==> src/rtl/fetch_stage_if.sv <==
// Instruction-memory request/response bundle between the fetch stage and imem.
// The fetch stage holds imem_req/imem_addr stable until imem_ready is seen.
interface fetch_stage_if #(
  parameter int unsigned PC_W    = 16,
  parameter int unsigned INSTR_W = 16
) ();

  logic               imem_req;
  logic [PC_W-1:0]    imem_addr;
  logic               imem_ready;
  logic [INSTR_W-1:0] imem_data;

  modport master (
    output imem_req,
    output imem_addr,
    input  imem_ready,
    input  imem_data
  );

  modport slave (
    input  imem_req,
    input  imem_addr,
    output imem_ready,
    output imem_data
  );

endinterface

==> src/rtl/fetch_stage.sv <==
// Instruction-fetch control: steers the external PC register, issues imem
// requests and loads IF/ID, with a one-entry skid for stalls and redirect flush.
module fetch_stage #(
  parameter int unsigned    PC_W     = 16,
  parameter int unsigned    INSTR_W  = 16,
  parameter logic [PC_W-1:0] RESET_PC = '0
) (
  input  logic               clk,
  input  logic               rst_n,
  input  logic [PC_W-1:0]    pc_q,
  output logic [PC_W-1:0]    pc_d,
  output logic               pc_ce,
  fetch_stage_if.master      imem,
  input  logic               stall,
  input  logic               redirect,
  input  logic [PC_W-1:0]    redirect_pc,
  output logic               ifid_valid,
  output logic [INSTR_W-1:0] ifid_instr,
  output logic [PC_W-1:0]    ifid_pc,
  output logic [PC_W-1:0]    ifid_pc_plus1
);

  typedef enum logic [1:0] {
    BOOT  = 2'd0,
    FETCH = 2'd1,
    HOLD  = 2'd2,
    DRAIN = 2'd3
  } state_t;

  state_t             state, state_n;
  logic [PC_W-1:0]    addr_r, addr_n;
  logic               skid_valid, skid_valid_n;
  logic [INSTR_W-1:0] skid_instr, skid_instr_n;
  logic [PC_W-1:0]    skid_pc, skid_pc_n;
  logic               valid_n;
  logic [INSTR_W-1:0] instr_n;
  logic [PC_W-1:0]    ifid_pc_n, ifid_pc_plus1_n;
  logic [PC_W-1:0]    pc_plus1, skid_pc_plus1;

  assign pc_plus1      = PC_W'(pc_q + PC_W'(1));
  assign skid_pc_plus1 = PC_W'(skid_pc + PC_W'(1));

  // State, IF/ID, skid and outstanding-address registers
  always_ff @(posedge clk or negedge rst_n) begin
    if (!rst_n) begin
      state         <= BOOT;
      addr_r        <= '0;
      skid_valid    <= 1'b0;
      skid_instr    <= '0;
      skid_pc       <= '0;
      ifid_valid    <= 1'b0;
      ifid_instr    <= '0;
      ifid_pc       <= '0;
      ifid_pc_plus1 <= '0;
    end else begin
      state         <= state_n;
      addr_r        <= addr_n;
      skid_valid    <= skid_valid_n;
      skid_instr    <= skid_instr_n;
      skid_pc       <= skid_pc_n;
      ifid_valid    <= valid_n;
      ifid_instr    <= instr_n;
      ifid_pc       <= ifid_pc_n;
      ifid_pc_plus1 <= ifid_pc_plus1_n;
    end
  end

  // Next state, PC steering, memory request and IF/ID/skid next values
  always_comb begin
    state_n         = state;
    pc_ce           = 1'b0;
    pc_d            = pc_q;
    imem.imem_req   = 1'b0;
    imem.imem_addr  = addr_r;
    addr_n          = addr_r;
    skid_valid_n    = skid_valid;
    skid_instr_n    = skid_instr;
    skid_pc_n       = skid_pc;
    valid_n         = ifid_valid;
    instr_n         = ifid_instr;
    ifid_pc_n       = ifid_pc;
    ifid_pc_plus1_n = ifid_pc_plus1;

    case (state)
      BOOT: begin
        pc_ce   = 1'b1;
        pc_d    = RESET_PC;
        state_n = FETCH;
      end

      FETCH: begin
        imem.imem_req  = 1'b1;
        imem.imem_addr = pc_q;
        addr_n         = pc_q;
        if (redirect) begin
          // A pending (not yet ready) request must still be drained
          pc_ce        = 1'b1;
          pc_d         = redirect_pc;
          valid_n      = 1'b0;
          skid_valid_n = 1'b0;
          state_n      = imem.imem_ready ? FETCH : DRAIN;
        end else if (imem.imem_ready && !stall) begin
          valid_n         = 1'b1;
          instr_n         = imem.imem_data;
          ifid_pc_n       = pc_q;
          ifid_pc_plus1_n = pc_plus1;
          pc_ce           = 1'b1;
          pc_d            = pc_plus1;
        end else if (imem.imem_ready) begin
          skid_valid_n = 1'b1;
          skid_instr_n = imem.imem_data;
          skid_pc_n    = pc_q;
          state_n      = HOLD;
        end else if (!stall) begin
          valid_n = 1'b0;
        end
      end

      HOLD: begin
        if (redirect) begin
          pc_ce        = 1'b1;
          pc_d         = redirect_pc;
          valid_n      = 1'b0;
          skid_valid_n = 1'b0;
          state_n      = FETCH;
        end else if (!stall) begin
          valid_n         = skid_valid;
          instr_n         = skid_instr;
          ifid_pc_n       = skid_pc;
          ifid_pc_plus1_n = skid_pc_plus1;
          skid_valid_n    = 1'b0;
          pc_ce           = 1'b1;
          pc_d            = pc_plus1;
          state_n         = FETCH;
        end
      end

      DRAIN: begin
        imem.imem_req  = 1'b1;
        imem.imem_addr = addr_r;
        valid_n        = 1'b0;
        if (redirect) begin
          pc_ce = 1'b1;
          pc_d  = redirect_pc;
        end else if (imem.imem_ready) begin
          state_n = FETCH;
        end
      end

      default: state_n = BOOT;
    endcase
  end

endmodule

==> src/flat_wrapper.sv <==
// flat-port wrapper written by rule: the top's interface ports become plain ports
module fetch_stage_flat 
#(
  parameter int unsigned    PC_W     = 16,
  parameter int unsigned    INSTR_W  = 16,
  parameter logic [PC_W-1:0] RESET_PC = '0
)
  (clk, rst_n, pc_q, pc_d, pc_ce, stall, redirect, redirect_pc, ifid_valid, ifid_instr, ifid_pc, ifid_pc_plus1, imem_imem_req, imem_imem_addr, imem_imem_ready, imem_imem_data);
  fetch_stage_if #(.PC_W(PC_W), .INSTR_W(INSTR_W)) imem_i ();
  input  logic clk;
  input  logic rst_n;
  input  logic [PC_W-1:0] pc_q;
  output logic [PC_W-1:0] pc_d;
  output logic pc_ce;
  input  logic stall;
  input  logic redirect;
  input  logic [PC_W-1:0] redirect_pc;
  output logic ifid_valid;
  output logic [INSTR_W-1:0] ifid_instr;
  output logic [PC_W-1:0] ifid_pc;
  output logic [PC_W-1:0] ifid_pc_plus1;
  output wire logic [$bits(imem_i.imem_req)-1:0] imem_imem_req;
  output wire logic [$bits(imem_i.imem_addr)-1:0] imem_imem_addr;
  input wire logic [$bits(imem_i.imem_ready)-1:0] imem_imem_ready;
  input wire logic [$bits(imem_i.imem_data)-1:0] imem_imem_data;
  assign imem_imem_req = imem_i.imem_req;
  assign imem_imem_addr = imem_i.imem_addr;
  assign imem_i.imem_ready = imem_imem_ready;
  assign imem_i.imem_data = imem_imem_data;
  fetch_stage #(.PC_W(PC_W), .INSTR_W(INSTR_W), .RESET_PC(RESET_PC)) u_core (.clk(clk), .rst_n(rst_n), .pc_q(pc_q), .pc_d(pc_d), .pc_ce(pc_ce), .imem(imem_i), .stall(stall), .redirect(redirect), .redirect_pc(redirect_pc), .ifid_valid(ifid_valid), .ifid_instr(ifid_instr), .ifid_pc(ifid_pc), .ifid_pc_plus1(ifid_pc_plus1));
endmodule
==> config.mk <==
export PLATFORM = sky130hd
export DESIGN_NAME = fetch_stage_flat
export DESIGN_NICKNAME = d
export VERILOG_FILES = /design/src/rtl/fetch_stage_if.sv /design/src/rtl/fetch_stage.sv /design/src/flat_wrapper.sv
export SDC_FILE = /design/constraint.sdc
export NUM_CORES = 1
export LEC_CHECK = 0
export CORE_MARGIN = 5
export CORE_UTILIZATION = 46
export CTS_BUF_LIST = sky130_fd_sc_hd__clkbuf_16
export DETAILED_ROUTE_END_ITERATION = 8
export PLACE_DENSITY = 0.88
export RECOVER_POWER = 50
export SYNTH_ARGS = -nofsm -noshare
export SYNTH_HDL_FRONTEND = slang
export SYNTH_SLANG_ARGS = --single-unit
==> constraint.sdc <==
create_clock -name clk -period 2.2 [get_ports clk]
set_clock_uncertainty 0.05 [all_clocks]
set_input_delay 0.33 -clock clk [delete_from_list [all_inputs] [get_ports clk]]
set_output_delay 0.33 -clock clk [all_outputs]
set_load 0.01 [all_outputs]
# After elaboration in Yosys (flattened, before gate mapping)
# Index checks and enable logic that the tools add are counted.
# word_totals
reg_bits,100
in_bits,53
output_inout_bits,83
elab_cells,88
# op_classes
add_sub_neg,2
eq_ne,14
mux,50
n_bitwise,2
n_reduce_logical,11
# op_table
cell,n
16-bit 2-to-1 mux,18
16-bit one-hot mux with 2 select lines,3
16-bit one-hot mux with 4 select lines,1
16-bit by 1-bit adder with 16-bit output (second input constant),2
1-bit 2-to-1 mux,16
2-bit 2-to-1 mux,8
4-bit AND reduction,3
2-bit != test (second input constant),5
5-bit AND reduction,2
3-bit != test (second input constant),3
4-bit by 3-bit != test with 1-bit output (second input constant),2
2-bit one-hot mux with 4 select lines,1
2-bit == test (second input constant),2
1-bit one-hot mux with 4 select lines,1
1-bit one-hot mux with 3 select lines,1
3-bit nonzero test,1
2-bit by 1-bit == test with 1-bit output (second input constant),1
2-bit zero test,1
2-bit by 1-bit != test with 1-bit output (second input constant),1
1-bit inverter,2
1-bit one-hot mux with 2 select lines,1
2-bit nonzero test,1
2-bit OR reduction,1
1-bit logical AND,1
1-bit zero test,1

# Logic depth before layout (Yosys ltp)
# Gate-level depths: netlist (run 1).
# logic_depth
word_depth,5
depth_mapped,11
depth_no_buf,7

# Worst setup path before layout (run 1)
# No wires, ideal clock.
# synth_timing
path_kind,flip-flop to output port
startpoint,reg u_core.state[1]
endpoint,out pc_d[0]
t_arrival_ns,1.879
setup_slack_ns,-0.059
stages_incl_launch_ff,9
path_buffers,1
path_cell_list,dfrtp_1 -> inv_1 -> ha_1 -> or2_2 -> clkbuf_1 -> a21oi_1 -> a21oi_1 -> nor2_1 -> a2111oi_0
# synth_via
elab_chain_len,2
word_cells_on_any_way,5
# synth_lines
element,line,source
"start, declared",fetch_stage.sv:30,"state_t state, state_n;"
"start signal, assigned",fetch_stage.sv:56,state <= state_n;
"2-bit == test, or another cell as far along",fetch_stage.sv:84,case (state)
16-bit one-hot mux with 4 select lines (*),fetch_stage.sv:84,
"end, declared",flat_wrapper.sv:13,output logic [PC_W-1:0] pc_d;
# Mark *: on every way between the ends. The rest lies on a longest branch, timed or not.

# Worst setup path after layout (run 1)
# layout_timing
startpoint,reg u_core.state[0]
endpoint,out pc_d[5]
# The elaborated chain is that of the path after synthesis.

==> results of run 1 <==
metal layers:
metal	vias to the layer above	routed length, microns
met5	-	0
met4	0	601
met3	53	1601
met2	248	9499
met1	2763	8317
li1	2538	-
sequential cells by signal, indices dropped and copies added, names as in the netlist:
| name | count |
|---|---|
| u_core.skid_instr | 16 |
| u_core.skid_pc | 16 |
| u_core.ifid_instr | 16 |
| u_core.ifid_pc | 16 |
| u_core.ifid_pc_plus1 | 16 |
| u_core.state | 2 |
| u_core.addr_r | 16 |
| u_core.ifid_valid | 1 |
| u_core.skid_valid | 1 |
report_power, final:
part	leakage [uW]	total, uW	switching, uW	internal [uW]
Sequential	0.00121	3390	620	2770
Combinational	0.00256	7050	3360	3700
Clock	0.000138	1490	727	766
Total	0.00392	11900	4710	7230
critical path, cell delays in order (launching register included):
cell and delay, ns:
dfrtp_2 0.45, ha_4 0.20, nor2b_1 0.15, o31a_4 0.32, or3_4 0.37, a21oi_2 0.13, o22ai_2 0.09, buf_2 0.16
cell type report:
type / count / area (sq um)
sequential: 100 / 2504
tap: 168 / 210.2
fill: 899 / 3366
clock inverter: 7 / 43.79
clock buffer: 9 / 225.2
inverter: 15 / 63.81
timing repair buffer: 266 / 2422
multi-input combinational: 426 / 3277
cells by family after synthesis:
group           count (synthesis)
xor+xnor                       30
compound gates                140
buf+inv                        61
fa+ha+maj                       6
flops                         100
mux                            93
simple gates                  157
synth_stat cells, types with 5 or more instances:
| master | count |
|---|---|
| a21oi_1 | 26 |
| a31oi_1 | 6 |
| buf_1 | 5 |
| buf_2 | 13 |
| clkbuf_1 | 22 |
| dfrtp_1 | 100 |
| ha_1 | 6 |
| inv_1 | 13 |
| mux2_2 | 49 |
| mux2i_1 | 44 |
| nand2_1 | 74 |
| nand3_1 | 10 |
| nand4_1 | 5 |
| nor2_1 | 23 |
| nor3_1 | 10 |
| nor4_1 | 8 |
| o21ai_0 | 79 |
| xnor2_1 | 11 |
| xor2_1 | 19 |
stage by stage:
stage,area (sq um),TNS [ns],cells
final,8746,-6.168,991
after detailed placement,7939,-21.15,955
after global routing,8746,-7.851,991
after CTS,8605,-4.920,987
after floorplan,5727,0,587
after global placement,7939,-20.96,955
repair_timing:
item                                    4_1_cts  5_1_grt
setup buffers                                15        4
cloned                                        1        0
endpoints found under the hold margin        28        0
endpoints found under the setup margin       34       33
gates resized for setup                     236       34
hold buffers                                  1        0
pin swaps                                    21       13
how the worst max path moves through the flow:
stage               cells after the start        to             from  slack (ns)
floorplan                               9  pc_d[12]  u_core.state[0]        0.01
global route                           10   pc_d[0]  u_core.state[1]       -0.45
global placement                        9   pc_d[3]          pc_q[1]       -0.86
detailed placement                      9   pc_d[3]          pc_q[1]       -0.87
finish                                  7   pc_d[5]  u_core.state[0]       -0.40
CTS                                     8   pc_d[5]  u_core.state[1]       -0.39
==> impl_metrics.tcl, run 1 <==
set metrics [dict create \
    status "finished, violations left" \
    violations "setup timing" \
    clk_latency_ns 0.35 \
    worst_r2r_path_depth 7 \
    ir_drop_mv 0.8625 \
    n_antenna_cell 0 \
    synthesis.nets 646 \
    synth_top_area_share_pct 43.74 \
    initial_utilization_pct 47.23 \
    synth_xor_area_share_pct 4.593 \
    gp_congestion 0.9482 \
    grt_pass1_vias 5801 \
    row_count 40 \
    synthArstFlopShare_pct 100.0 \
    hold_violations 0 \
    holdPathStages 2 \
    clockBufferDepth 2 \
    cts_tree "built" \
    busiest_layer "met2" \
    period_share_pct 118.1 \
    final_common_cell "buf_4" \
    max_slew_margin_pct 43.03 \
    cts.sinks 100 \
    fp.dieW_microns 121.5 \
    cp-end-kind "output port" \
    yosys_register_bits 100 \
    slew_viol_final 0 \
    syn_area_per_cell_sq_um 9.745 \
    wl_per_cell_microns 20.20 \
    fmax_ghz 0.3848 \
    yosysSeqAreaShare_pct 43.74 \
    cp.arrival_ns 2.22 \
    dpl_worst_slack_ns -0.8666 \
    grt_pass1_wl_microns 31260 \
    clock_tree.root_cell "clkbuf_16" \
    dieArea_sq_um 14770 \
    synth_edf_count 0 \
    yosysTopAreaCell "dfrtp_1" \
    num_io_pins 136 \
    dieHeight_microns 121.5 \
    cts_inserted_buffers 9 \
    synth_flop_cell "dfrtp_1" \
    use_met3_pct 6.387 \
    drive_gt1_share_pct 34.51 \
    synth_mux_area_share_pct 17.34 \
    hold_path_class "reg -> reg" \
    synth.distinct_cells 59 \
    met1_usage_pct 36.65 \
    drtAntennaViolNets 0 \
    setup_ws_ns -0.3989 \
    grt_usage_pct 27.22 \
    min_to "u_core.ifid_instr[10]" \
    netlist_area_sq_um 5720 \
    hold_path.startpoint "u_core.ifid_instr[10]" \
    syn_to_final_growth_pct 52.89 \
    fin_util_pct 72.21 \
    synth_top_family_by_area "multiplexers" \
    fin_nets 877 \
    synthAdderAreaFrac_pct 1.312 \
    timing.rr.end "u_core.ifid_pc_plus1[5]" \
    critPathRequiredTime_ns 1.82 \
    grt_max_degree 48 \
    worst_pin_slew_ns 0.8546 \
    post-route-drc-count 0 \
    synth_cells 587 \
    viasPerCell 5.653 \
    power.total_uw 11940 \
    rsz0062_at_grt "yes" \
    critical_path_class "reg -> out" \
    cap_violations 0 \
    antenna_found_initial 0 \
    port_buffers 135 \
    drtIter0Drc 460 \
    htreeDepth 3 \
    grtUsageMet2_pct 43.28 \
    reg2reg_slack_ns 0.21 \
    dr.pass1.iters 5 \
    synthTopCellsByArea "dfrtp_1, mux2_2, mux2i_1" \
    p_per_area_nw_per_um2 1365 \
    yosys_warnings 0 \
    fin_crit_ns 2.599 \
    leakagePower_uw 0.003916 \
    final_cell_mix "buf_4, dfrtp_1, clkdlybuf4s50_1, nand2_1, o21ai_0" \
    r2r_start "u_core.state[0]" \
    via_count 5602 \
    yosys.area_share.simple_pct 14.13 \
    path_max_fanout 5 \
    hold_slack_ns 0.4351 \
    wirelength_microns 20020 \
    synth_compound_area_share_pct 14.04 \
    finalSetupViolCount 31 \
    coreArea_sq_um 12110 \
    cts.clk_slew.worst_paths_ns 0.07 \
    startpoint_type "flop" \
    grt-ovfl-total 0 \
    dp_hpwl_microns 14270 \
]
Power figures use the tool's default switching activity.
==> run 2, diff against run 1 <==
CTS_CLUSTER_SIZE = 20   (was unset)
==> results of run 2 <==
The final DEF is identical to that of run 1; final timing and power are the same.
==> run 3, diff against run 2 <==
CTS_CLUSTER_DIAMETER = 30   (was unset)
HOLD_SLACK_MARGIN = 0.05   (was unset)
==> results of run 3 <==
The final DEF is identical to that of run 1; final timing and power are the same.
